`config.mk`:
```
export PLATFORM = sky130hd
export DESIGN_NAME = exe_up_branch_resolve
export DESIGN_NICKNAME = d
export VERILOG_FILES = /design/src/rtl/exe_up_branch_resolve.sv
export SDC_FILE = /design/constraint.sdc
export NUM_CORES = 1
export LEC_CHECK = 0
export BUFFER_PORTS_ARGS = -buffer_cell sky130_fd_sc_hd__buf_2
export CAP_MARGIN = 20
export CORE_MARGIN = 1
export CORE_UTILIZATION = 32
export DETAILED_ROUTE_END_ITERATION = 10
export GPL_TIMING_DRIVEN = 0
export PLACE_DENSITY = 0.63
export SYNTH_ARGS = -nofsm -noshare
export SYNTH_HDL_FRONTEND = slang
export SYNTH_SLANG_ARGS = --single-unit
export TNS_END_PERCENT = 1
```
`constraint.sdc`:
```
create_clock -name clk -period 2.62 [get_ports clk]
set_input_delay 0.262 -clock clk [delete_from_list [all_inputs] [get_ports clk]]
set_output_delay 0.262 -clock clk [all_outputs]
set_load 0.05 [all_outputs]
```
`src/rtl/exe_up_branch_resolve.sv`:
```
// exe_up_branch_resolve
// Upper-lane execute stage: resolves the branch held in EXE_up (direction,
// target, link value, repair action against the front-end prediction) and
// registers the results for the second-stage branch-amend block in PREMEM.
// One valid/allowin pipeline segment, plus a saturating mispredict counter.
//
// Exception segment encoding (one bit per pipeline segment, youngest first):
//   bit0 IF, bit1 ID, bit2 ISS, bit3 EXE, bit4 PREMEM, bit5 MEM, bit6 WB.
// An exception taken in EXE or any older segment kills this stage.
module exe_up_branch_resolve #(
  parameter int CKPT_W      = 32,
  parameter int REPAIR_W    = 4,
  parameter int EXCEP_SEG_W = 7,
  parameter logic [EXCEP_SEG_W-1:0] EXCEP_KILL_MASK = 7'b111_1000
) (
  input  logic                   clk,
  input  logic                   rst,
  input  logic                   ISS_valid_w_i,
  input  logic [31:0]            ISS_VAddr_i,
  input  logic [4:0]             ISS_writeNum_i,
  input  logic [31:0]            ISS_rsVal_i,
  input  logic [31:0]            ISS_rtVal_i,
  input  logic [3:0]             ISS_brType_i,
  input  logic [25:0]            ISS_imm26_i,
  input  logic [31:0]            ISS_aluRes_i,
  input  logic                   ISS_predTake_i,
  input  logic [31:0]            ISS_predDest_i,
  input  logic [CKPT_W-1:0]      ISS_checkPoint_i,
  input  logic                   SBA_allowin_w_i,
  input  logic                   SBA_flush_w_i,
  input  logic                   CP0_excOccur_w_i,
  input  logic [EXCEP_SEG_W-1:0] CP0_exceptSeg_w_i,
  output logic                   EXU_allowin_w_o,
  output logic                   EXU_valid_w_o,
  output logic [4:0]             EXE_up_writeNum_o,
  output logic [31:0]            EXE_up_VAddr_o,
  output logic [31:0]            EXE_up_aluRes_o,
  output logic [31:0]            EXE_up_corrDest_o,
  output logic                   EXE_up_corrTake_o,
  output logic [REPAIR_W-1:0]    EXE_up_repairAction_o,
  output logic [CKPT_W-1:0]      EXE_up_checkPoint_o,
  output logic                   EXE_up_branchRisk_o,
  output logic [31:0]            EXU_mispredCnt_o
);

  localparam logic [3:0] BR_BEQ    = 4'd1;
  localparam logic [3:0] BR_BNE    = 4'd2;
  localparam logic [3:0] BR_BLEZ   = 4'd3;
  localparam logic [3:0] BR_BGTZ   = 4'd4;
  localparam logic [3:0] BR_BLTZ   = 4'd5;
  localparam logic [3:0] BR_BGEZ   = 4'd6;
  localparam logic [3:0] BR_BLTZAL = 4'd7;
  localparam logic [3:0] BR_BGEZAL = 4'd8;
  localparam logic [3:0] BR_J      = 4'd9;
  localparam logic [3:0] BR_JAL    = 4'd10;
  localparam logic [3:0] BR_JR     = 4'd11;
  localparam logic [3:0] BR_JALR   = 4'd12;

  localparam logic [31:0] CNT_MAX = 32'hFFFF_FFFF;

  // Repair action: bit0 need_repair, bit1 direction wrong, bit2 target wrong,
  // bit3 link write. Non-branches never request repair.
  function automatic logic [REPAIR_W-1:0] calc_repair(
    input logic        is_branch,
    input logic        corr_take,
    input logic [31:0] corr_dest,
    input logic        pred_take,
    input logic [31:0] pred_dest,
    input logic        is_link
  );
    logic [REPAIR_W-1:0] r;
    r = {REPAIR_W{1'b0}};
    if (is_branch) begin
      r[1] = (pred_take != corr_take);
      r[2] = corr_take && (pred_dest != corr_dest);
      r[0] = r[1] | r[2];
      r[3] = is_link;
    end else begin
      r = {REPAIR_W{1'b0}};
    end
    return r;
  endfunction

  // Stage state
  logic                has_data_q,    has_data_d;
  logic [4:0]          write_num_q,   write_num_d;
  logic [31:0]         vaddr_q,       vaddr_d;
  logic [31:0]         alu_res_q,     alu_res_d;
  logic [31:0]         corr_dest_q,   corr_dest_d;
  logic                corr_take_q,   corr_take_d;
  logic [REPAIR_W-1:0] repair_q,      repair_d;
  logic [CKPT_W-1:0]   ckpt_q,        ckpt_d;
  logic                branch_risk_q, branch_risk_d;
  logic [31:0]         mispred_cnt_q, mispred_cnt_d;

  // Resolve signals
  logic [31:0]         pc_plus4_s;
  logic [31:0]         pc_plus8_s;
  logic [31:0]         br_tgt_s;
  logic [31:0]         jmp_tgt_s;
  logic [31:0]         target_s;
  logic                is_branch_s;
  logic                is_link_s;
  logic                taken_s;
  logic [31:0]         corr_dest_s;
  logic [31:0]         alu_res_s;
  logic [REPAIR_W-1:0] repair_s;
  logic                kill_s;
  logic                allowin_s;
  logic                accept_s;

  // Candidate targets and fall-through addresses for the issuing instruction.
  always_comb begin
    pc_plus4_s = ISS_VAddr_i + 32'd4;
    pc_plus8_s = ISS_VAddr_i + 32'd8;
    br_tgt_s   = pc_plus4_s + {{14{ISS_imm26_i[15]}}, ISS_imm26_i[15:0], 2'b00};
    jmp_tgt_s  = {pc_plus4_s[31:28], ISS_imm26_i, 2'b00};
  end

  // Decode the branch type into direction, target and link behaviour.
  always_comb begin
    is_branch_s = 1'b0;
    is_link_s   = 1'b0;
    taken_s     = 1'b0;
    target_s    = pc_plus8_s;
    case (ISS_brType_i)
      BR_BEQ: begin
        is_branch_s = 1'b1;
        taken_s     = (ISS_rsVal_i == ISS_rtVal_i);
        target_s    = br_tgt_s;
      end
      BR_BNE: begin
        is_branch_s = 1'b1;
        taken_s     = (ISS_rsVal_i != ISS_rtVal_i);
        target_s    = br_tgt_s;
      end
      BR_BLEZ: begin
        is_branch_s = 1'b1;
        taken_s     = ISS_rsVal_i[31] || (ISS_rsVal_i == 32'd0);
        target_s    = br_tgt_s;
      end
      BR_BGTZ: begin
        is_branch_s = 1'b1;
        taken_s     = !ISS_rsVal_i[31] && (ISS_rsVal_i != 32'd0);
        target_s    = br_tgt_s;
      end
      BR_BLTZ, BR_BLTZAL: begin
        is_branch_s = 1'b1;
        is_link_s   = (ISS_brType_i == BR_BLTZAL);
        taken_s     = ISS_rsVal_i[31];
        target_s    = br_tgt_s;
      end
      BR_BGEZ, BR_BGEZAL: begin
        is_branch_s = 1'b1;
        is_link_s   = (ISS_brType_i == BR_BGEZAL);
        taken_s     = !ISS_rsVal_i[31];
        target_s    = br_tgt_s;
      end
      BR_J, BR_JAL: begin
        is_branch_s = 1'b1;
        is_link_s   = (ISS_brType_i == BR_JAL);
        taken_s     = 1'b1;
        target_s    = jmp_tgt_s;
      end
      BR_JR, BR_JALR: begin
        is_branch_s = 1'b1;
        is_link_s   = (ISS_brType_i == BR_JALR);
        taken_s     = 1'b1;
        target_s    = ISS_rsVal_i;
      end
      default: begin
        is_branch_s = 1'b0;
        is_link_s   = 1'b0;
        taken_s     = 1'b0;
        target_s    = pc_plus8_s;
      end
    endcase
  end

  // Corrected destination, link value, repair action and handshake terms.
  always_comb begin
    corr_dest_s = taken_s ? target_s : pc_plus8_s;
    alu_res_s   = is_link_s ? pc_plus8_s : ISS_aluRes_i;
    repair_s    = calc_repair(is_branch_s, taken_s, corr_dest_s,
                              ISS_predTake_i, ISS_predDest_i, is_link_s);
    kill_s      = SBA_flush_w_i ||
                  (CP0_excOccur_w_i && (|(CP0_exceptSeg_w_i & EXCEP_KILL_MASK)));
    allowin_s   = !has_data_q || SBA_allowin_w_i;
    accept_s    = ISS_valid_w_i && allowin_s && !kill_s;
  end

  // Next-state for the stage: kill clears, allowin loads/empties, else hold.
  always_comb begin
    has_data_d    = has_data_q;
    write_num_d   = write_num_q;
    vaddr_d       = vaddr_q;
    alu_res_d     = alu_res_q;
    corr_dest_d   = corr_dest_q;
    corr_take_d   = corr_take_q;
    repair_d      = repair_q;
    ckpt_d        = ckpt_q;
    branch_risk_d = branch_risk_q;
    if (kill_s) begin
      has_data_d    = 1'b0;
      write_num_d   = 5'd0;
      vaddr_d       = 32'd0;
      alu_res_d     = 32'd0;
      corr_dest_d   = 32'd0;
      corr_take_d   = 1'b0;
      repair_d      = {REPAIR_W{1'b0}};
      ckpt_d        = {CKPT_W{1'b0}};
      branch_risk_d = 1'b0;
    end else if (allowin_s) begin
      has_data_d = accept_s;
      if (accept_s) begin
        write_num_d   = ISS_writeNum_i;
        vaddr_d       = ISS_VAddr_i;
        alu_res_d     = alu_res_s;
        corr_dest_d   = corr_dest_s;
        corr_take_d   = taken_s;
        repair_d      = repair_s;
        ckpt_d        = ISS_checkPoint_i;
        branch_risk_d = is_branch_s;
      end else begin
        has_data_d = 1'b0;
      end
    end else begin
      has_data_d = has_data_q;
    end
  end

  // Saturating count of accepted instructions that need repair.
  always_comb begin
    if (accept_s && repair_s[0] && (mispred_cnt_q != CNT_MAX)) begin
      mispred_cnt_d = mispred_cnt_q + 32'd1;
    end else begin
      mispred_cnt_d = mispred_cnt_q;
    end
  end

  // Stage and counter registers, cleared asynchronously by reset.
  always_ff @(posedge clk or negedge rst) begin
    if (!rst) begin
      has_data_q    <= 1'b0;
      write_num_q   <= 5'd0;
      vaddr_q       <= 32'd0;
      alu_res_q     <= 32'd0;
      corr_dest_q   <= 32'd0;
      corr_take_q   <= 1'b0;
      repair_q      <= {REPAIR_W{1'b0}};
      ckpt_q        <= {CKPT_W{1'b0}};
      branch_risk_q <= 1'b0;
      mispred_cnt_q <= 32'd0;
    end else begin
      has_data_q    <= has_data_d;
      write_num_q   <= write_num_d;
      vaddr_q       <= vaddr_d;
      alu_res_q     <= alu_res_d;
      corr_dest_q   <= corr_dest_d;
      corr_take_q   <= corr_take_d;
      repair_q      <= repair_d;
      ckpt_q        <= ckpt_d;
      branch_risk_q <= branch_risk_d;
      mispred_cnt_q <= mispred_cnt_d;
    end
  end

  assign EXU_allowin_w_o       = allowin_s;
  assign EXU_valid_w_o         = has_data_q && !kill_s;
  assign EXE_up_writeNum_o     = write_num_q;
  assign EXE_up_VAddr_o        = vaddr_q;
  assign EXE_up_aluRes_o       = alu_res_q;
  assign EXE_up_corrDest_o     = corr_dest_q;
  assign EXE_up_corrTake_o     = corr_take_q;
  assign EXE_up_repairAction_o = repair_q;
  assign EXE_up_checkPoint_o   = ckpt_q;
  assign EXE_up_branchRisk_o   = branch_risk_q;
  assign EXU_mispredCnt_o      = mispred_cnt_q;

endmodule

```
==> results.cfg, run 1 <==
[power]
power_density_nw_per_um2 = 488.3
leakage_nw = 8.178
ir_drop_mv = 0.4543

[placement]
place.gp.congestion = 1.039
dp_slack_ps = -3672
hpwlAfterDp_um = 51000
io_buffer_count = 391

[cts]
clk_path_buf_depth = 2
insertion_delay_ps = 440
numCtsBuffers = 17
tritoncts = built
clkSlewWorstSetupHoldPaths_ps = 70
clock-sinks = 172
h-tree-depth = 4
cts-root-buf = clkbuf_16

[sta]
clock.fmax_ghz = 0.2062
grt_setup_unrepaired = true
slew_headroom = 0.4138
worst_slack_ps = -2230
worst_hold_slack_ps = 41.74
fin_crit_sh = 1.851
setup_viol = 65
hold_viol = 0
tightest_slew_ps = 879.2
maxSlewViolCount = 0
clock_skew_ps = 9.443
period_needed_ps = 4850

[worst_setup_path]
slowest_stage = or4_4
path_depth = 22
cpMostUsedCell = buf_8
cp.arrival_ps = 5210
worstPathCellList = buf_8 > ha_4 > nand3_4 > or4_4 > nor2_4 > and4_1 > xor2_1 > ha_1 > buf_8 > a21oi_4 > o21ai_2 > a211o_1 > o211ai_1 > o311ai_2 > or4b_4 > a221o_1 > nand4_1 > nor4_4 > buf_4 > bufbuf_16 > or3_1 > a21oi_1
rr_worst_depth = 12
worstPathRequired_ps = 2980
critPathBufInv = 4
critPathLaunchType = input port
path_delay_family = simple AND/OR/NAND/NOR gates
worst_setup_path_end_kind = flip-flop
cp_max_fo = 5
slowest_delay_ps = 620
path_class = input port to flip-flop

[synthesis]
synth_xor_area_frac = 0.09544
synth_top_family_by_area = simple AND/OR/NAND/NOR gates
ys_async_sr_fraction = 1.000
syn-cell-area_sq_um = 13100
synth_edf_count = 0
synth_cell_types = 93
synth_nets = 1922
synthSimpleGateAreaFrac = 0.2594
ys_ff_latch = 172
yosys_warnings = 0
ys_seq_area_frac = 0.3287
synthAdderAreaFrac = 0.03592
syn_inst = 1644
synth-compound-area-share = 0.2125
muxShareOfSynthArea = 0.02302
ys.flop_type = dfrtp_1
postSynthAreaPerCell_sq_um = 7.966

[floorplanning]
dieWidth_um = 204.3
io_pins = 414
start_util = 0.3274
rows = 73
core-area_sq_um = 40010
dieArea_sq_um = 41740
die-height_um = 204.3

[min_path]
hp-class = input port to flip-flop
worstHoldPathCells = 3

[final_layout]
fin_util = 0.4511
nFillCells = 4062
final_net_count = 2372
syn_to_final_growth_pct = 37.79
drive_gt1_frac = 0.3230

[grt]
grt_pass1_wl_um = 92600
grt_usage = 0.2987
grt.overflow.total = 0
grt_pass1_vias = 14430
antenna_found_initial = 15
grt_max_degree = 114

[flow_run]
cap_violations = 0

[drt]
firstDrtPassIters = 7
wirelength_um = 63920
vias = 15100
wl_per_cell_um = 24.20
avgViaCountPerCell = 5.719
antenna_left = 0
drc = 0
drtIter0Drc = 1421

[outcome]
status = finished with violations
violations = negative setup slack
cells in the final DEF, fill, tap and decap left out, types with 11 or more instances in the layout:
cell       count
dfrtp_1      172
o211ai_1      24
buf_4         48
nor3_1        43
mux2i_1       20
nor2_1       108
nand3_1       42
a211oi_1      31
a22oi_1       12
nor4_4        11
inv_1         23
a21oi_1      162
nand4_1       42
clkbuf_16     19
diode_2       11
nor4_1        15
buf_2        401
ha_1          28
xnor2_1       40
clkbuf_1      60
and3_1        17
xor2_1        89
nand2_1      283
a21oi_2       12
nand2b_1      17
o21ai_0       28
cells by family after synthesis:
group,count (synthesis)
xor gates and xnor gates,141
muxes,28
and+or+nand+nor,702
AOI/OAI and AO/OA,422
adders and majority gates,37
DFF,172
buffers and inverters,142
Yosys cell counts, types with 7 or more instances:
| master | count | area [sq um] |
|---|---|---|
| a22oi_1 | 12 | 90.09 |
| a31oi_1 | 13 | 81.33 |
| nor2b_1 | 12 | 75.07 |
| a222oi_1 | 8 | 80.08 |
| nor2_1 | 115 | 431.7 |
| inv_1 | 23 | 86.33 |
| o21ai_0 | 40 | 200.2 |
| nand3_1 | 45 | 225.2 |
| a21o_1 | 9 | 67.56 |
| dfrtp_1 | 172 | 4304 |
| buf_1 | 10 | 37.54 |
| or4_1 | 9 | 67.56 |
| or2_2 | 9 | 56.30 |
| xor2_1 | 93 | 814.5 |
| nand4_1 | 42 | 262.8 |
| clkbuf_1 | 82 | 307.8 |
| and2_1 | 10 | 62.56 |
| buf_2 | 19 | 95.09 |
| and4_1 | 9 | 78.83 |
| mux2i_1 | 23 | 230.2 |
| nor3_1 | 53 | 265.3 |
| a211oi_1 | 38 | 285.3 |
| or3_1 | 8 | 50.05 |
| o211ai_1 | 24 | 180.2 |
| nand2b_1 | 17 | 106.4 |
| and3_1 | 18 | 112.6 |
| o31ai_1 | 9 | 67.56 |
| nor4_1 | 31 | 193.9 |
| nand2_1 | 289 | 1085 |
| a21oi_1 | 177 | 885.9 |
| xnor2_1 | 47 | 411.6 |
| ha_1 | 36 | 450.4 |
| a221o_1 | 7 | 70.07 |
| a22o_1 | 7 | 61.31 |
per-stage QoR:
step / TNS, ps / area [sq um] / total power [W] / instances
2_1_floorplan: -78620 / 13330 / 0.004810 / 1644
3_3_place_gp: -444350 / 15940 / 0.005887 / 2560
3_5_place_dp: -184720 / 15980 / 0.005922 / 2562
4_1_cts: -83850 / 17780 / 0.008741 / 2622
5_1_grt: -94870 / 18030 / 0.009144 / 2637
6_report: -87510 / 18040 / 0.008812 / 2641
routing by layer:
layer  global-route usage  share of wire  routed length (um)
met3              0.05915          0.082                5265
met2               0.4746           0.46               29460
met4               0.1047          0.027                1723
met5                    0        0.00095                  61
met1               0.4011           0.43               27410
worst min-delay path: cells and delay by family:
family	cells	cell delay [ps]
AO/OA/AOI/OAI	1	50
AND/OR/NAND/NOR	1	40
buffers and inverters	1	90
layout make-up:
type / count / area (sq um) / area share
diodes: 11 / 27.53 / 0.001525
plain buffers: 114 / 701.9 / 0.03890
clock buffers: 19 / 432.9 / 0.02399
clock inverters: 11 / 113.9 / 0.006310
inverters: 23 / 86.33 / 0.004784
multi-input cells: 1330 / 9346 / 0.5180
flip-flops and latches: 172 / 4304 / 0.2385
well taps: 525 / 656.9 / 0.03640
repair buffers: 436 / 2375 / 0.1316
flip-flops by register name, summed over array words and instances (netlist names):
signal and flops:
EXE_up_writeNum_o 5, EXE_up_aluRes_o 32, has_data_q 1, EXU_mispredCnt_o 32
EXE_up_corrDest_o 32, EXE_up_branchRisk_o 1, EXE_up_corrTake_o 1, EXE_up_checkPoint_o 32
EXE_up_VAddr_o 32, EXE_up_repairAction_o 4
path summary, 6_finish.rpt:
| check | from | to | slack [ps] |
|---|---|---|---|
| worst max register to register | EXU_mispredCnt_o[0] | EXU_mispredCnt_o[4] | -960 |
| min in group asynchronous | rst | EXU_mispredCnt_o[17] | 350 |
| worst max-delay path | ISS_VAddr_i[4] | EXE_up_repairAction_o[0] | -2230 |
| max in group asynchronous | rst | EXE_up_VAddr_o[18] | 1310 |
| worst min-delay path | ISS_writeNum_i[0] | EXE_up_writeNum_o[0] | 40 |
| worst min register to register | EXU_mispredCnt_o[16] | EXU_mispredCnt_o[16] | 480 |
timing repair:
item,CTS,global route
resized for setup,198,40
buffers inserted,32,9
pin swaps,52,44
hold buffers,1,0
cloned,1,0
setup endpoints to repair,78,81
endpoints found under the hold margin,59,0
power breakdown:
part / internal, W / total, W / switching (W)
clock: 0.00132 / 0.00250 / 0.00118
sequential: 0.00279 / 0.00289 / 0.000104
combinational: 0.00113 / 0.00342 / 0.00230
total: 0.00523 / 0.00881 / 0.00358
Power figures use the tool's default switching activity.
==> run 2: changes to the inputs <==
--- a/config.mk
+++ b/config.mk
@@ -5,13 +5,13 @@
 export SDC_FILE = /design/constraint.sdc
 export NUM_CORES = 1
 export LEC_CHECK = 0
-export BUFFER_PORTS_ARGS = -buffer_cell sky130_fd_sc_hd__buf_2
 export CAP_MARGIN = 20
 export CORE_MARGIN = 1
 export CORE_UTILIZATION = 32
 export DETAILED_ROUTE_END_ITERATION = 10
+export DONT_BUFFER_PORTS = 1
 export GPL_TIMING_DRIVEN = 0
-export PLACE_DENSITY = 0.63
+export PLACE_DENSITY = 0.53
 export SYNTH_ARGS = -nofsm -noshare
 export SYNTH_HDL_FRONTEND = slang
 export SYNTH_SLANG_ARGS = --single-unit
==> constraint.sdc (replaced) <==
create_clock -name clk -period 6.18 [get_ports clk]
set_input_delay 0.618 -clock clk [delete_from_list [all_inputs] [get_ports clk]]
set_output_delay 0.618 -clock clk [all_outputs]
set_load 0.05 [all_outputs]
==> results.cfg, run 2 (synthesis gave the netlist of run 1 again) <==
[final_layout]
final_common_cell = nand2_1
antenna_cells = 0
final_cells = 2200
drive_gt1_frac = 0.06746
layout_common_cells = nand2_1 (288), a21oi_1 (177), dfrtp_1 (172), nor2_1 (115), xor2_1 (93)
final_net_count = 1941
syn_to_final_growth_pct = 10.39

[worst_setup_path]
path_depth = 21
critPathLaunch = ISS_VAddr_i[7]
cpMostUsedCell = nand4_1
cp_max_fo = 10
timing.rr.start = EXU_mispredCnt_o[0]
crit-reg2reg-capture = EXU_mispredCnt_o[25]
worst_setup_path_end_kind = flip-flop
path_delay_family = simple AND/OR/NAND/NOR gates
slowest_delay_ps = 540
cp.arrival_ps = 6300
critPathBufInv = 3
worstPathRequired_ps = 6500
path_class = input port to flip-flop
slowest_stage = or4_4
rr_worst_depth = 12
crit_end = EXU_mispredCnt_o[26]
critPathLaunchType = input port
rrSetupSlack_ps = 2630
worstPathCellList = clkbuf_2 > nand4_1 > or2_2 > clkbuf_1 > nor3_2 > nand3_1 > xnor2_1 > ha_1 > a21oi_1 > o21ai_0 > a2111o_1 > or4_1 > nand4_1 > mux2i_4 > xor2_1 > o2111ai_1 > or4_4 > nor4_4 > buf_6 > nor2_1 > mux2_4

[grt]
antenna_found_initial = 0
grt_max_degree = 173
grt_pass1_wl_um = 87260
grt_usage = 0.2866
grt.overflow.total = 0
grt_pass1_vias = 12680

[min_path]
hp-class = input port to asynchronous set/reset pin

[drt]
wirelength_um = 61140
drtIter0Drc = 1082
wl_per_cell_um = 27.79
antenna_left = 0
avgViaCountPerCell = 6.000
vias = 13200
drc = 0
firstDrtPassIters = 5

[sta]
fin_crit_sh = 0.9662
clock.fmax_ghz = 0.1675
hold_viol = 0
clock_skew_ps = 14.11
tightest_slew_ps = 976.2
setup_viol = 0
slew_headroom = 0.3446
period_needed_ps = 5971
maxSlewViolCount = 0

[cts]
clock-sinks = 172
clkSlewWorstSetupHoldPaths_ps = 70
numCtsBuffers = 17
clk_path_buf_depth = 2
insertion_delay_ps = 450
cts_setup_buffers = 0
cts-root-buf = clkbuf_16
tritoncts = built
h-tree-depth = 4

[outcome]
status = finished, final reports clean

[placement]
dp.cells = 2169
hpwlAfterDp_um = 49650
io_buffer_count = 0
place.gp.congestion = 0.9779

[power]
total_power_w = 0.003433
power_density_nw_per_um2 = 237.5
leakage_nw = 5.814
ir_drop_mv = 0.1890

[floorplanning]
io_pins = 414
dieWidth_um = 204.3
core-area_sq_um = 40010
rows = 73
die-height_um = 204.3
dieArea_sq_um = 41740
start_util = 0.3274

[flow_run]
cap_violations = 0
-- run 2: cell count changes in the layout (fill, tap and decap cells not counted), sizes merged --
cell         delta
bufinv          +1
bufbuf          -1
diode          -11
clkinv          +3
clkinvlp        -1
buf           -437
inv             -2
dlygate4sd3     -1
clkbuf          +8
-- run 2: final cells by class --
cell class	count	area [sq um]
clock inverters	12	141.4
inverters	23	86.33
fillers	4272	25550
multi-input cells	1330	8299
repair buffers	1	27.53
clock buffers	19	432.9
well taps	525	656.9
flip-flops and latches	172	4304
plain buffers	118	508.0
-- run 2: routing by layer --
| metal | up-vias | global-route usage | wire length, um |
|---|---|---|---|
| met4 | 0 | 0.08049 | 1428 |
| met5 | - | 0 | 0 |
| met2 | 588 | 0.4505 | 27780 |
| met3 | 61 | 0.07988 | 5898 |
| li1 | 5981 | - | - |
| met1 | 6570 | 0.3815 | 26040 |
-- run 2: how the worst min path moves through the flow --
stage          start                       to  slack [ps]
6_report         rst      EXE_up_aluRes_o[15]         180
5_1_grt          rst  EXE_up_checkPoint_o[31]         220
4_1_cts          rst     EXE_up_corrDest_o[4]         250
3_5_place_dp     rst     EXU_mispredCnt_o[18]         330
3_3_place_gp     rst     EXU_mispredCnt_o[17]         330
2_1_floorplan    rst        EXE_up_VAddr_o[0]         320
-- run 2: repair_timing --
| action | 4_1_cts | 5_1_grt |
|---|---|---|
| setup endpoints to repair | 32 | 32 |
| hold buffers | 1 | 0 |
| pin swaps | 0 | 2 |
| resized for setup | 6 | 25 |
| endpoints found under the hold margin | 172 | 0 |
-- run 2: power breakdown --
part	total, W	leakage [nW]	internal, W	switching, W
Clock	0.00110	0.279	0.000599	0.000504
Sequential	0.00144	2.35	0.00118	0.000262
Combinational	0.000892	3.19	0.000293	0.000598
Total	0.00343	5.81	0.00207	0.00136
-- run 2: stage by stage --
step	hold WS, ps	area [sq um]	setup TNS [ps]	util	worst slack, ps
2_1_floorplan	322.4	13100	0	-	807.4
3_3_place_gp	325.6	13750	-19000	0.3438	-655.2
3_5_place_dp	325.7	13750	-20950	0.3438	-710.8
4_1_cts	249.4	14370	0	0.3592	37.14
5_1_grt	215.3	14460	-5.782	0.3614	-5.782
6_report	183.7	14460	0	0.3614	208.7
